File: src/rtl/cache_mem_arbiter.sv
// Shares one main-memory port between the I-cache refill path and the D-cache
// refill/writeback path, running one whole-line word burst per grant.
module cache_mem_arbiter #(
    parameter int DATA_WIDTH = 32,
    parameter int ADDR_WIDTH = 32,
    parameter int LINE_WORDS = 4,
    localparam int BW = $clog2(LINE_WORDS)
) (
    input  logic                  clk,
    input  logic                  rst_n,
    input  logic                  i_req,
    input  logic [ADDR_WIDTH-1:0] i_addr,
    output logic                  i_rvalid,
    output logic [DATA_WIDTH-1:0] i_rdata,
    output logic [BW-1:0]         i_beat,
    output logic                  i_done,
    input  logic                  d_req,
    input  logic                  d_we,
    input  logic [ADDR_WIDTH-1:0] d_addr,
    input  logic [DATA_WIDTH-1:0] d_wdata,
    output logic                  d_rvalid,
    output logic [DATA_WIDTH-1:0] d_rdata,
    output logic [BW-1:0]         d_beat,
    output logic                  d_done,
    output logic                  mem_req,
    output logic                  mem_we,
    output logic [ADDR_WIDTH-1:0] mem_addr,
    output logic [DATA_WIDTH-1:0] mem_wdata,
    input  logic                  mem_ready,
    input  logic [DATA_WIDTH-1:0] mem_rdata,
    output logic                  busy
);
    localparam logic [ADDR_WIDTH-1:0] LINE_MASK = ~ADDR_WIDTH'(LINE_WORDS * 4 - 1);
    localparam logic [BW-1:0]         LAST_BEAT = BW'(LINE_WORDS - 1);

    typedef enum logic [1:0] {IDLE, BURST, DONE} state_t;

    state_t                state, state_nx;
    logic                  owner_d, owner_d_nx;
    logic                  we, we_nx;
    logic [ADDR_WIDTH-1:0] base, base_nx;
    logic [BW-1:0]         beat, beat_nx;

    // NOTE: sequential state uses non-blocking assignments so every register
    // samples the pre-edge values regardless of statement order.
    always_ff @(posedge clk or negedge rst_n) begin
        if (!rst_n) begin
            state   <= IDLE;
            owner_d <= 1'b0;
            we      <= 1'b0;
            base    <= '0;
            beat    <= '0;
        end else begin
            state   <= state_nx;
            owner_d <= owner_d_nx;
            we      <= we_nx;
            base    <= base_nx;
            beat    <= beat_nx;
        end
    end

    // NOTE: every variable gets a default before the case so no path leaves it
    // unassigned, which would otherwise infer a latch.
    always_comb begin
        state_nx   = state;
        owner_d_nx = owner_d;
        we_nx      = we;
        base_nx    = base;
        beat_nx    = beat;
        case (state)
            IDLE: begin
                beat_nx = '0;
                // D wins ties: the memory-stage instruction is the older one.
                if (d_req) begin
                    owner_d_nx = 1'b1;
                    we_nx      = d_we;
                    base_nx    = d_addr & LINE_MASK;
                    state_nx   = BURST;
                end else if (i_req) begin
                    owner_d_nx = 1'b0;
                    we_nx      = 1'b0;
                    base_nx    = i_addr & LINE_MASK;
                    state_nx   = BURST;
                end
            end
            BURST: begin
                if (mem_ready) begin
                    beat_nx = beat + BW'(1);
                    if (beat == LAST_BEAT) state_nx = DONE;
                end
            end
            DONE:    state_nx = IDLE;
            default: state_nx = IDLE;
        endcase
    end

    logic in_burst;
    logic rd_beat;

    assign in_burst  = (state == BURST);
    assign rd_beat   = in_burst && mem_ready && !we;

    assign mem_req   = in_burst;
    assign mem_we    = in_burst && we;
    assign mem_addr  = in_burst ? (base | ADDR_WIDTH'({beat, 2'b00})) : '0;
    assign mem_wdata = (in_burst && owner_d) ? d_wdata : '0;

    assign i_rvalid  = rd_beat && !owner_d;
    assign d_rvalid  = rd_beat && owner_d;
    assign i_rdata   = mem_rdata;
    assign d_rdata   = mem_rdata;
    assign i_beat    = (in_burst && !owner_d) ? beat : '0;
    assign d_beat    = (in_burst && owner_d) ? beat : '0;
    assign i_done    = (state == DONE) && !owner_d;
    assign d_done    = (state == DONE) && owner_d;
    assign busy      = (state != IDLE);
endmodule

File: config.mk
export PLATFORM = sky130hd
export DESIGN_NAME = cache_mem_arbiter
export DESIGN_NICKNAME = d
export VERILOG_FILES = /design/src/rtl/cache_mem_arbiter.sv
export SDC_FILE = /design/constraint.sdc
export NUM_CORES = 1
export LEC_CHECK = 0
export ABC_AREA = 1
export BUFFER_PORTS_ARGS = -buffer_cell sky130_fd_sc_hd__clkbuf_2
export CORE_AREA = 2 2 107 109
export DETAILED_ROUTE_END_ITERATION = 16
export DIE_AREA = 0 0 109 111
export SYNTH_ARGS = -nofsm -noshare
export SYNTH_HDL_FRONTEND = slang
export SYNTH_SLANG_ARGS = --single-unit
File: constraint.sdc
create_clock -name clk -period 1 [get_ports clk]
set_input_delay 0.05 -clock clk [delete_from_list [all_inputs] [get_ports clk]]
set_output_delay 0.05 -clock clk [all_outputs]
set_load 0.02 [all_outputs]
# After elaboration in Yosys (flattened, before gate mapping)
# Cells that the tools add are included.
[totals]
ff_bits = 38
out_inout_bits = 139
[classes]
addsub = 1
n_eq_ne = 6
mux = 16
n_bitwise = 1
n_reduce_logical = 18
[ops]
columns = ["op", "count"]
rows = [
  ["$mux W32", 4],
  ["$or A32 B4 Y32", 1],
  ["$mux W2", 7],
  ["$logic_and A1 B1 Y1", 9],
  ["$pmux W2 S2", 2],
  ["$reduce_bool A2 Y1", 3],
  ["$eq A2 B2 Y1 const B", 2],
  ["$reduce_and A2 Y1", 2],
  ["$mux W1", 3],
  ["$ne A3 B3 Y1 const B", 1],
  ["$reduce_and A3 Y1", 1],
  ["$add A2 B1 Y2 const B", 1],
  ["$eq A2 B1 Y1 const B", 1],
  ["$logic_not A1 Y1", 2],
  ["$logic_not A2 Y1", 1],
  ["$ne A2 B1 Y1 const B", 1],
  ["$ne A2 B2 Y1 const B", 1],
]

# Longest topological paths before layout
# Gate-level depths: netlist (run 1).
[depth]
depth_word = 4
mapped_depth = 7
ltp_nobuf = 5

# Worst setup path after synthesis (run 1)
# OpenSTA, ideal clock, no wires.
[synth_timing]
path_kind = "register -> output"
startpoint = "register state[1]"
endpoint = "output mem_wdata[10]"
arrival_time_ns = 1.187
path_slack_ns = -0.237
stages_incl_launch_ff = 7
path_buffers = 1
cell_sequence = "dfrtp_1 -> inv_2 -> nand2_2 -> clkinv_2 -> nand2_4 -> buf_6 -> nor2_1"
[synth_via]
elab_chain_len = 3
[synth_lines]
columns = ["item", "line", "rtl"]
rows = [
  ["start: declaration", "38", "state_t state, state_nx;"],
  ["start signal: assignment", "54", "state <= state_nx;"],
  ["$eq A2 B1 Y1", "100", "assign in_burst = (state == BURST);"],
  ["net mem_req", "25", "output logic mem_req,"],
  ["$logic_and A1 B1 Y1", "106", "assign mem_wdata = (in_burst && owner_d) ? d_wdata : '0;"],
  ["$mux W32", "106", ""],
  ["end: declaration", "28", "output logic [DATA_WIDTH-1:0] mem_wdata,"],
]
# The timed path passes the listed nets, and every way through them passes these cells.

# Worst setup path after layout (run 1)
[layout_timing]
startpoint = "register state[1]"
endpoint = "output i_beat[1]"
[layout_via]
elab_chain_len = 3
[layout_lines]
columns = ["item", "line", "rtl"]
rows = [
  ["$eq A2 B1 Y1", "100", ""],
  ["$logic_and A1 B1 Y1", "112", "assign i_beat = (in_burst && !owner_d) ? beat : '0;"],
  ["$mux W2", "112", ""],
  ["end: declaration", "15", "output logic [BW-1:0] i_beat,"],
]
# Every way passes these cells.

==> impl_results.md, run 1 <==
* Status: finished, violations left
* Failing checks: setup timing
* Setup_tns at -43110 ps
* Crit path max fanout at 5
* Largest net degree at the start of global routing at 35
* Placer Congestion at between 0.7 and 0.8
* Slew Viols, Final at 0
* Core area at roughly 11000 um^2
* Port Buffers at 166
* Die Width at ~110 um
* Worst hold path class: in2reg
* Kind of critical path: reg2out
* WL final at ~9200 um
* VDD IR-drop max at 1.302 mV
* Register area share after synthesis at 0.3049
* Flop and latch count out of synthesis at 34
* Global-route usage over all layers at 0.1472
* Total congestion overflow at 0
* Fraction of layout cells with a size suffix above 1 at 0.5168
* Multi-input gate area at approximately 1600 um^2
* First-pass GRT wire length at 14060 um
* Sequential Area at around 850 um^2
* Cell with the most instances after synthesis: nand2_1
* Final Cell Area at about 5000 um^2
* Row count at 39
* Critical path capture point type: output port
* Final Hold Vio Count at 0
* P&R area growth vs syn at 78.39%
* Post-Syn Area at roughly 2800 um^2
* R2R depth at 9
* Area after DPL at roughly 3800 um^2
* ANT nets after route at 0
* Top-area cell type share of the netlist area at 0.3049
* Final Cycle Share at 1.495
* Pwr Density at 2956 nW/um^2
* Critical path origin: state[1]
* Syn Area/Cell at between 6 and 7 um^2
* Boundary Pins at about 270
* Vias in the first global route at 2994
* Setup crit start kind: register
* Maxcap violations at 0
* Clock skew at around 3.8 ps
* DR vias at 3004
* Post-route DRC at 0
* Max Root-Sink Buffers at 2
* Fillers at roughly 1100
* Reg2Reg Capture Point: base[25]
* Routed length per placed instance at ~12 um
* Clock root buffer: clkbuf_16
* Layout Nets at ~730
* CP arrival at 1450 ps
* Commonest cells in the netlist: nand2_1 (180), buf_4 (70), inv_1 (67)
* Unrepaired setup endpoints after global routing: true
* Synth Instances at approximately 460
* CTS H-tree depth at 2
* CP endpoint: i_beat[1]
* Fin crit period at 1495 ps
* Number of diodes at 0
* Worst R2R Start: state[1]
* HPWL after DPL at 6317 um
* Reg clk slew, reported paths at 60 ps
* Die H at around 110 um
* CTS Sinks at 34
* Iteration-0 DRC Markers at 70
* CTS tree: built
* Drt via density at just over 4
* Asr flop ratio synth at 1.000
* Setup violators final at 107
* R2R Setup Slk at -460 ps
* Worst Path Required at ~950 ps
* Post-synth EDFFs at 0
* Final Util at 0.4493
* Clk Latency, worst-skew pair at around 270 ps
* Unique masters post-synth at 19
* PnR worst setup slack at -495.5 ps
* Lkg Pwr at roughly 0.0028 uW
* Synth area leaders: dfrtp_1 (30%), nand2_1 (24%), buf_4 (19%)
* Drt first pass iters at 4
* Yosys Warn Count at 0
* Starting Density at 0.2519
* Initial antenna violation count at 0
* Main flop type after synthesis: dfrtp_1
* Number of buffers created by CTS at 5
* Area leader, netlist: dfrtp_1
* Maximum clock frequency at 668.7 MHz
* Die area at ~12000 um^2
* Fin Hold WS at about 37 ps
flip-flops by register name (all words and copies together), names as in the netlist:
| register | flops |
|---|---|
| owner_d | 1 |
| beat | 2 |
| base | 28 |
| state | 2 |
| we | 1 |
report_power, final:
part	leakage, uW	internal, uW	switching (uW)	total, uW
registers	0.000424	2000	437	2440
logic	0.00227	5110	5600	10700
clock network	0.0000729	985	576	1560
critical path: stages (launching register included):
cell and delay (ps):
dfrtp_1 400, inv_2 100, nand2_4 90, buf_6 150, nor3_1 210, buf_2 220
metrics by stage:
stage                     total power, uW  std cells  setup WS, ps
final                               14710        737        -495.5
after global routing                15690        737        -552.1
after CTS                           13760        733        -475.7
after detailed placement             9649        709        -250.5
after global placement               9535        709        -235.8
after floorplan                      7720        456        -123.3
area by class of cell:
| cell class | count | share of cell area |
|---|---|---|
| well taps | 143 | 0.03595 |
| multi-input cells | 268 | 0.3240 |
| clock inverters | 2 | 0.002514 |
| repair buffers | 213 | 0.3834 |
| flip-flops and latches | 34 | 0.1712 |
| clock buffers | 6 | 0.02790 |
| inverters | 71 | 0.05505 |
what timing repair did:
item | CTS | global route
pin swaps | 7 | 6
resized for setup | 138 | 107
setup endpoints to repair | 106 | 107
hold endpoints to repair | 34 | 0
hold buffers | 1 | 0
buffers inserted | 11 | 8
cloned | 6 | 1
kinds of logic after synthesis:
logic type,after synthesis,share of synthesized area
buffers and inverters,155,0.3193
other,1,0.001344
adders and majority gates,1,0.004484
and+or+nand+nor,263,0.3682
DFF,34,0.3049
AOI/OAI and AO/OA,1,0.001792
layout by cell type, fill, tap and decap left out:
| master | netlist | final |
|---|---|---|
| buf_6 | 5 | 17 |
| nor2_1 | 66 | 10 |
| clkinvlp_4 | 0 | 1 |
| bufbuf_16 | 0 | 1 |
| clkbuf_8 | 0 | 5 |
| nor2_2 | 3 | 1 |
| clkbuf_16 | 0 | 6 |
| nand2_2 | 2 | 7 |
| clkinv_2 | 1 | 1 |
| nor3_1 | 6 | 1 |
| nand3_1 | 4 | 3 |
| dlygate4sd3_1 | 0 | 1 |
| nand2_1 | 180 | 169 |
| o21ai_2 | 0 | 1 |
| conb_1 | 1 | 2 |
| inv_1 | 67 | 67 |
| buf_12 | 0 | 9 |
| nand2_4 | 1 | 7 |
| inv_8 | 0 | 1 |
| dfrtp_1 | 34 | 33 |
| nand2_8 | 0 | 1 |
| buf_2 | 6 | 1 |
| nor3_2 | 0 | 2 |
| clkbuf_2 | 0 | 110 |
| dfrtp_2 | 0 | 1 |
| nand3_2 | 0 | 1 |
| buf_8 | 0 | 40 |
| nor3_4 | 0 | 3 |
| ha_1 | 1 | 1 |
| nor2_4 | 1 | 59 |
| buf_16 | 0 | 2 |
| inv_2 | 3 | 3 |
| clkbuf_4 | 0 | 1 |
| buf_4 | 70 | 26 |
layer usage:
metal | wire length [um] | track usage
met5 | 0 | 0
met1 | 3475 | 0.1630
met3 | 676 | 0.03645
met2 | 4926 | 0.2745
met4 | 82 | 0.03675
worst min-delay path by stage:
| stage | endpoint | cells after the start | from | slack [ps] |
|---|---|---|---|---|
| 3_5_place_dp | d_rdata[4] | 0 | mem_rdata[4] | 100 |
| 2_1_floorplan | base[10] | 0 | rst_n | -250 |
| 5_1_grt | we | 3 | d_we | 30 |
| 3_3_place_gp | d_rdata[4] | 0 | mem_rdata[4] | 100 |
| 4_1_cts | we | 3 | d_we | 20 |
| 6_report | we | 3 | d_we | 40 |
No activity file was read; power rests on OpenSTA's default activity.
==> run 2: changes to the inputs <==
==> constraint.sdc (replaced) <==
create_clock -name clk -period 1.64 [get_ports clk]
set_input_delay 0.082 -clock clk [delete_from_list [all_inputs] [get_ports clk]]
set_output_delay 0.082 -clock clk [all_outputs]
set_load 0.02 [all_outputs]
==> impl_results.md, run 2 (same netlist as run 1, synthesis figures left out) <==
* Largest register FFs at 28
* HPWL after DPL at about 6300 um
* Maximum clock frequency at between 600 and 700 MHz
* Routed length per placed instance at approximately 11 um
* Clock skew at 3.438 ps
* Boundary Pins at ~270
* Crit path max fanout at 34
* Iteration-0 DRC Markers at between 100 and 150
* Slew Viols, Final at 0
* Status: completed
* Setup violators final at 0
* Final Cell Area at approximately 3400 um^2
* Pwr Density at 1670 nW/um^2
* Commonest cells after routing, fill and taps aside: nand2_1 (180), clkbuf_2 (166), inv_1 (67)
* Setup crit start kind: register
* P&R area growth vs syn at 22.56%
* Final Util at 0.3087
* Cell chain of the critical path: inv_2 > nand2_2 > clkinv_2 > nand2_8 > nor2_1 > clkbuf_2
* Vias in the first global route at around 2600
* Maxcap violations at 0
* Critical Path Max Stage Delay at between 300 and 400 ps
* Unrepaired setup endpoints after global routing: false
* Post-route DRC at 0
* Die H at approximately 110 um
* Clock root buffer: clkbuf_16
* Lkg Pwr at 0.002268 uW
* First-pass GRT wire length at around 12000 um
* Most common cell after layout, fill and taps aside: nand2_1
* Final Hold Vio Count at 0
* DR vias at approximately 2700
* Buf/Inv on CP at 3
* VDD IR-drop max at 0.5154 mV
* WL final at between 7000 and 8000 um
* Fin crit period at 1513 ps
* Family with the most delay on the worst path: buffers and inverters
* Global-route usage over all layers at 0.1277
* Initial antenna violation count at 0
* Top Registers: base (28), beat (2), state (2)
* Kind of critical path: reg2out
* Slowest cell on the critical path: dfrtp_1
* Total congestion overflow at 0
* Reg clk slew, reported paths at roughly 50 ps
* Die area at around 12000 um^2
* Drt via density at 3.815
* Number of diodes at 0
* Core area at 11080 um^2
* Number of buffers created by CTS at 5
* Setup_tns at 0 ps
* Port Buffers at roughly 170
* Row count at 39
* Critical path capture point type: output port
* Layout Nets at about 690
* Largest net degree at the start of global routing at 35
* CP arrival at ~1400 ps
* CTS tree: built
* Final Cycle Share at 0.9227
* Setup repair bufs after CTS at 0
* Fraction of layout cells with a size suffix above 1 at 0.3459
* Starting Density at 0.2519
* Worst hold path class: in2reg
* ANT nets after route at 0
* Fillers at about 1300
* Die Width at between 100 and 150 um
* CTS Sinks at 34
* CTS H-tree depth at 2
* Max Root-Sink Buffers at 2
* Clk Latency, worst-skew pair at around 270 ps
* Worst Path Required at 1560 ps
* Placer Congestion at 0.7775
* Area after DPL at between 3000 and 4000 um^2
* Drt first pass iters at 4
* Top reg by flops: base
==> run 2: cell count changes in the layout (fill, tap and decap cells not counted), sizes merged <==
cell	previous run	this run
clkinvlp	1	0
buf	95	8
clkbuf	122	173
clkinv	1	2
nand2	184	183
bufbuf	1	0
inv	71	70
==> run 2: where the power goes <==
group	internal (uW)	leakage [uW]	switching [uW]	total (uW)
Combinational	1060	0.00177	2250	3310
Clock	601	0.0000739	325	927
Sequential	1220	0.000425	255	1470
Total	2880	0.00227	2830	5710
==> run 2: final cells by class <==
| cell class | instances | area [um^2] | share of cell area |
|---|---|---|---|
| inverters | 71 | 267.8 | 0.07830 |
| clock buffers | 7 | 142.6 | 0.04171 |
| flip-flops and latches | 34 | 850.8 | 0.2488 |
| well taps | 143 | 178.9 | 0.05232 |
| multi-input cells | 267 | 1061 | 0.3103 |
| clock inverters | 1 | 5.005 | 0.001464 |
| repair buffers | 175 | 913.4 | 0.2671 |
==> run 2: per-stage QoR <==
step	worst slack [ps]	power, uW	hold WS (ps)	cells
floorplan	370.8	3987	-213.6	456
global placement	363.1	4801	29.79	689
detailed placement	365.4	4828	32.05	689
CTS	61.30	5793	58.95	698
global route	18.13	6234	106.9	698
finish	126.8	5711	69.64	698
==> run 2: final timing paths <==
| check | startpoint | endpoint | slack (ps) | depth (start not counted) |
|---|---|---|---|---|
| setup / recovery | state[1] | mem_wdata[13] | 130 | 6 |
| hold / removal | d_we | we | 70 | 3 |
| setup reg to reg | state[0] | base[25] | 380 | 5 |
| hold reg to reg | base[27] | base[27] | 470 | 2 |
| max in group asynchronous | rst_n | base[6] | 750 | 3 |
| min in group asynchronous | rst_n | base[17] | 280 | 2 |
==> run 2: layer usage <==
layer / up-vias / track usage / share of wire
met5: - / 0 / 0
met4: 0 / 0.05128 / 0.023
met3: 32 / 0.03233 / 0.075
met2: 90 / 0.2000 / 0.45
met1: 1119 / 0.1662 / 0.45
li1: 1422 / - / -
==> run 2: repair_timing <==
item                                    in CTS  in global routing
endpoints found under the setup margin       0                 22
endpoints found under the hold margin       15                  0
resized for setup                            0                  1
hold buffers                                 1                  0
==> run 2: worst register-to-register path: stages (launching register included) <==
cell     delay (ps)
dfrtp_1         440
nor2_1          230
nand2_1          80
buf_4           230
nand2_1         120
nand2_1          50
